### src/rtl/buffer_drain.sv
// Read-side drain for a one-deep buffer: pulls words while there is room and queues them
// in a small circular FIFO presented over valid/ready, with a saturating handshake counter.
module buffer_drain #(
    parameter int DataWidth = 64,
    parameter int Depth     = 2,
    parameter int CntWidth  = 16
) (
    input  logic                 Clk,
    input  logic                 Rst,
    input  logic                 BufFull,
    output logic                 BufRInc,
    input  logic [DataWidth-1:0] BufRData,
    output logic                 OutValid,
    output logic [DataWidth-1:0] OutData,
    input  logic                 OutReady,
    input  logic                 Flush,
    output logic [CntWidth-1:0]  DrainCount
);

    localparam int PtrW = (Depth > 1) ? $clog2(Depth) : 1;
    localparam int CntW = PtrW + 1;

    localparam logic [PtrW-1:0]     PtrOne   = PtrW'(1);
    localparam logic [CntW-1:0]     CountOne = CntW'(1);
    localparam logic [CntW-1:0]     CountMax = CntW'(Depth);
    localparam logic [CntWidth-1:0] DcOne    = CntWidth'(1);
    localparam logic [CntWidth-1:0] DcMax    = {CntWidth{1'b1}};

    logic [DataWidth-1:0] mem_q [Depth];
    logic [PtrW-1:0]      wptr_q, wptr_d;
    logic [PtrW-1:0]      rptr_q, rptr_d;
    logic [CntW-1:0]      count_q, count_d;
    logic [CntWidth-1:0]  drain_q, drain_d;
    logic                 pop_s, push_s, space_s;

    // Handshake decode: a pop frees a slot in the same cycle, so a full queue can still accept.
    always_comb begin
        pop_s   = (count_q != '0) & OutReady & ~Flush;
        space_s = (count_q < CountMax) | pop_s;
        push_s  = BufFull & space_s & ~Flush;
    end

    // Next-state for pointers, occupancy and the delivered-word counter.
    always_comb begin
        wptr_d  = wptr_q;
        rptr_d  = rptr_q;
        count_d = count_q;
        drain_d = drain_q;
        if (Flush) begin
            wptr_d  = '0;
            rptr_d  = '0;
            count_d = '0;
        end else begin
            if (push_s) begin
                wptr_d = wptr_q + PtrOne;
            end else begin
                wptr_d = wptr_q;
            end
            if (pop_s) begin
                rptr_d = rptr_q + PtrOne;
            end else begin
                rptr_d = rptr_q;
            end
            case ({push_s, pop_s})
                2'b10:   count_d = count_q + CountOne;
                2'b01:   count_d = count_q - CountOne;
                default: count_d = count_q;
            endcase
            if (pop_s && (drain_q != DcMax)) begin
                drain_d = drain_q + DcOne;
            end else begin
                drain_d = drain_q;
            end
        end
    end

    // State registers; storage is cleared on reset so OutData reads zero afterwards.
    always_ff @(posedge Clk or negedge Rst) begin
        if (!Rst) begin
            for (int i = 0; i < Depth; i++) begin
                mem_q[i] <= '0;
            end
            wptr_q  <= '0;
            rptr_q  <= '0;
            count_q <= '0;
            drain_q <= '0;
        end else begin
            if (push_s) begin
                mem_q[wptr_q] <= BufRData;
            end
            wptr_q  <= wptr_d;
            rptr_q  <= rptr_d;
            count_q <= count_d;
            drain_q <= drain_d;
        end
    end

    // The read strobe must stay combinational: the buffer only drives data while it is high.
    assign BufRInc    = push_s;
    assign OutValid   = (count_q != '0);
    assign OutData    = mem_q[rptr_q];
    assign DrainCount = drain_q;

endmodule
### config.mk
export PLATFORM = sky130hd
export DESIGN_NAME = buffer_drain
export DESIGN_NICKNAME = d
export VERILOG_FILES = /design/src/rtl/buffer_drain.sv
export SDC_FILE = /design/constraint.sdc
export NUM_CORES = 1
export LEC_CHECK = 0
export ABC_CLOCK_PERIOD_IN_PS = 3900
export CORE_AREA = 2 2 113 115
export CTS_BUF_LIST = sky130_fd_sc_hd__clkbuf_4 sky130_fd_sc_hd__clkbuf_8 sky130_fd_sc_hd__clkbuf_16
export CTS_CLUSTER_SIZE = 16
export DETAILED_ROUTE_END_ITERATION = 12
export DIE_AREA = 0 0 115 117
export GPL_ROUTABILITY_DRIVEN = 0
export PLACE_DENSITY = 0.85
export SLEW_MARGIN = 10
export SYNTH_ARGS = -nofsm -noshare
export SYNTH_HDL_FRONTEND = slang
export SYNTH_SLANG_ARGS = --single-unit
### constraint.sdc
create_clock -name Clk -period 3.9 [get_ports Clk]
set_clock_uncertainty 0.15 [all_clocks]
set_input_delay 0.78 -clock Clk [delete_from_list [all_inputs] [get_ports Clk]]
set_output_delay 0.78 -clock Clk [all_outputs]
set_load 0.005 [all_outputs]
# --- Word-level counts from Yosys, hierarchy flattened ---
# Cells that the tools add are included.
word_totals:
  reg_bits: 148
  input_bits: 69
  out_inout_bits: 82
  elab_cells: 45
classes:
  addsub: 5
  magnitude_cmp: 4
  eq_ne: 3
  muxes: 12
  n_bitwise: 8
  n_reduce_logical: 7
ops:
  columns: ["op", "count"]
  rows:
  - ["$mux W64", 4]
  - ["$bwmux W128", 1]
  - ["$demux W64 S1", 1]
  - ["$add A16 B1 Y16 const B", 1]
  - ["$ne A16 B16 Y1 const B", 1]
  - ["$reduce_bool A2 Y1", 3]
  - ["$and A1 B1 Y1", 4]
  - ["$ge A2 B2 Y1 const B", 2]
  - ["$mux W1", 4]
  - ["$not A1 Y2", 2]
  - ["$pmux W2 S2", 1]
  - ["$reduce_bool A3 Y1", 1]
  - ["$add A1 B1 Y1 const B", 2]
  - ["$add A2 B1 Y2 const B", 1]
  - ["$eq A2 B1 Y1 const B", 1]
  - ["$eq A2 B2 Y1 const B", 1]
  - ["$logic_and A1 B1 Y1", 2]
  - ["$lt A2 B1 Y1 const B", 1]
  - ["$lt A2 B2 Y1 const B", 1]
  - ["$mux W2", 1]
  - ["$reduce_and A2 Y1", 1]
  - ["$sub A2 B1 Y2 const B", 1]
  - ["$not A1 Y1", 1]
  - ["$or A1 B1 Y1", 1]

# --- Longest topological paths before layout ---
depth:
  ltp_word: 9
  depth_mapped: 6
  depth_no_buf: 5

# --- Worst setup path after synthesis ---
# Ideal clock, no wire load.
synth_timing:
  path_kind: "flip-flop to output port"
  start: "reg rptr_q"
  end: "out OutData[30]"
  t_arrival_ns: 1.343
  required_time_ns: 2.970
  slack_ns: 1.627
  stages_incl_launch_ff: 4
  n_path_buf: 2
  path_cell_list: "dfrtp_1 -> clkbuf_1 -> clkbuf_1 -> mux2_2"
synth_between:
  elab_chain_len: 4
synth_rtl:
  columns: ["item", "line_no", "source"]
  rows:
  - ["start, declared", "31", "logic [PtrW-1:0] rptr_q, rptr_d;"]
  - ["start signal, assigned", "92", "rptr_q <= rptr_d;"]
  - ["$not A1 Y2 (not written as such)", "101", "assign OutData = mem_q[rptr_q];"]
  - ["$mux W64 (not written as such) (3 in series)", "101", null]
  - ["end, declared", "14", "output logic [DataWidth-1:0] OutData,"]
# No other way between the ends. The select of a mux whose other input is x is not followed.

# --- Worst setup path after layout ---
layout_timing:
  start: "in Flush"
  end: "out BufRInc"
layout_between:
  elab_chain_len: 5
layout_rtl:
  columns: ["item", "line_no", "source"]
  rows:
  - ["start, declared", "16", "input logic Flush,"]
  - ["$not A1 Y1 (no source line) (*)", null, null]
  - ["$and A1 B1 Y1", "38", "pop_s = (count_q != '0) & OutReady & ~Flush;"]
  - ["$or A1 B1 Y1", "39", "space_s = (count_q < CountMax) | pop_s;"]
  - ["$and A1 B1 Y1", "40", "push_s = BufFull & space_s & ~Flush;"]
  - ["$and A1 B1 Y1 (*)", "40", null]
  - ["end, declared", "11", "output logic BufRInc,"]
# Mark *: on every way between the ends. The rest lies on a longest branch, timed or not.

==> summary.md <==
| Metric | Value |
|---|---|
| Status | `finished, final reports clean` |
| Row cnt | `41` |
| Share of the synthesized area in the top cell type | `56.7%` |
| Slew headroom | `51.7%` |
| Clock sink count | `148` |
| Synth area leaders | `dfrtp_1, mux2_2, xnor2_1, buf_2, nand3_1` |
| Clock transition at the registers of the reported paths | `roughly 0.050 ns` |
| Drt drc | `0` |
| Max-Cap Viols | `0` |
| Post-synthesis xor/xnor area fraction | `roughly 1.7%` |
| Final Non-Filler Cells | `758` |
| Net count, final | `665` |
| Post-CTS setup buffer count | `0` |
| Synth Instances | `442` |
| Core ar. | `roughly 12000 um2` |
| CP Class | `input port to output pin` |
| Hold WS | `0.215 ns` |
| Most frequent cell after synthesis | `mux2_2` |
| Via count | `4142` |
| Power, Total | `just over 5 mW` |
| Initial antenna violation count | `0` |
| Iter 0 DRT Violations | `147` |
| Root Buffer | `clkbuf_16` |
| All-Layer GR Usage | `between 20 and 25%` |
| Net Count, Synth | `512` |
| Leakage | `between 3 and 4 nW` |
| H-tree depth | `4` |
| Pre-CTS setup slack | `approximately 0.74 ns` |
| Clk Latency, worst-skew pair | `0.42 ns` |
| Io pins | `151` |
| Largest net degree at the start of global routing | `80` |
| CP max FO | `9` |
| Cell taking the most area after synthesis | `dfrtp_1` |
| Placed Area | `between 8000 and 9000 um2` |
| Post-Place Cells | `726` |
| Critical Path AT | `2.23 ns` |
| Total gr overflow | `0` |
| Startpoint types | `input port` |
| Final worst slack | `0.737 ns` |
| Mean Syn Cell Area | `approximately 15 um2` |
| Vias in the first global route | `4551` |
| Number of vias per cell | `5.46` |
| Largest family of logic cells by synthesized area | `multiplexers` |
| Wirelength per Cell | `18.4 um` |
| Yosys warns | `0` |
| # diodes | `0` |
| Port Buf Inserts | `150` |
| Max Fclk | `316 MHz` |
| Adder-cell share of the synthesized area | `0.192%` |
| Period utilization | `between 80% and 90%` |
| Post-synth EDFFs | `0` |
| Post-Synth Simple-Gate Area | `under 10%` |
| DIE HEIGHT | `117 um` |
| Post-CTS Hold Buffers | `0` |
| Synth Area in Compound Gates | `0.997%` |
| Area grow syn2layout | `35.3%` |
| Setup crit end kind | `output pin` |
| Cell area after layout | `8830 um2` |
| Pins over their slew limit | `0` |
| CTS tree | `done` |
| Top post-synthesis cells by count | `mux2_2, dfrtp_1, buf_2` |
| Post-Syn Area | `between 6000 and 7000 um2` |
| HP Class | `input port to async pin` |
| CTS Buf Count | `17` |
| Max Buffers Root-to-Sink | `2` |
| Wirelength, routed | `14000 um` |
| Post-synthesis mux area share | `33.6%` |
| First-pass DRT Iterations | `4` |
| Die Width | `115 um` |
| Worst vdd ir | `0.414 mV` |
| Initial core utilization | `53.0%` |
| Fin. Hold Viols | `0` |
| Main flop type after synthesis | `dfrtp_1` |
| Detail Route Antenna Nets | `0` |
| Post-CTS resize count | `0` |
| Count of final setup violators | `0` |
| Period minus WS final | `3.16 ns` |
| Hpwl dp | `9160 um` |
| First-pass GRT wire length | `22400 um` |
| Post-synth ARST share | `100%` |
| Seq/Total Area, Yosys | `56.7%` |
| Netlist cell types | `35` |
| Flop and latch count out of synthesis | `148` |
| Share of cells above drive strength 1 | `about two fifths` |
| Fin util | `71.7%` |
| Setup_tns | `0 ns` |
| Die area | `roughly 13000 um2` |
| Req. time, crit path | `2.97 ns` |
| Worst slew pin tran | `0.724 ns` |
| Unrepaired setup endpoints after global routing | `false` |
| Cell area power density | `584 nW/um2` |
[kinds of logic after synthesis]
group,count (synthesis)
compound gates,11
xor+xnor,13
fa+ha+maj,1
buf+inv,25
flops,148
mux,195
simple gates,49
[critical path, cell delays in order]
cell             delay [ns]
clkdlybuf4s50_1        0.61
inv_1                  0.16
o211a_1                0.18
clkdlybuf4s50_1        0.51
[cell usage in the layout (no fill, tap or decap), drive strengths merged]
cell type      instances
nand2b                 2
o211a                  1
a21oi                  3
nand4b                 1
clkdlybuf4s50        149
nor4                   2
clkinvlp               1
o21ai                  5
nor2b                  1
nand4                  5
nand3                  9
nor3                   6
a2bb2oi                1
dfrtp                148
nor4b                  1
mux2                 195
clkinv                 4
bufinv                 4
or2                    1
a31oi                  1
and3                   4
nand2                  8
buf                    6
clkbuf                23
xor2                   5
nor2                   6
inv                    4
or4                    3
ha                     1
xnor2                  8
[power by group]
part           total, mW  internal, mW  switching (mW)
registers           2.14          1.93           0.212
clock network       1.75          1.16           0.595
logic               1.26         0.860           0.403
[final cells by class]
cell class,instances,area [um2]
clock buffer,23,502
clock inverter,9,148
timing repair buffer,155,1580
inverter,4,15.0
tap,150,188
sequential,148,3700
fill,834,3480
multi-input combinational,269,2700
[path summary, 6_finish.rpt]
kind	startpoint	endpoint	slack [ns]	cells after the start
setup / recovery	Flush	BufRInc	0.74	4
hold / removal	Rst	mem_q[7]	0.21	1
setup reg to reg	DrainCount[0]	DrainCount[1]	1.79	5
hold reg to reg	mem_q[10]	mem_q[10]	0.35	1
max in group asynchronous	Rst	mem_q[47]	2.53	2
min in group Clk	mem_q[10]	mem_q[10]	0.35	1
[flip-flops by register name, summed over array words and instances (netlist names)]
name,cells
DrainCount,16
count_q,2
mem_q,128
rptr_q,1
wptr_q,1
[metal layers]
metal  GRT usage (%)  part of all wire, %  vias to the layer above
met2            38.9                   52                      114
met3            8.70                  7.2                       13
met1            24.0                   39                     2120
met5               0                    0                        -
met4            6.99                  1.1                        0
li1                -                    -                     1895
(Power assumes the default switching activity.)
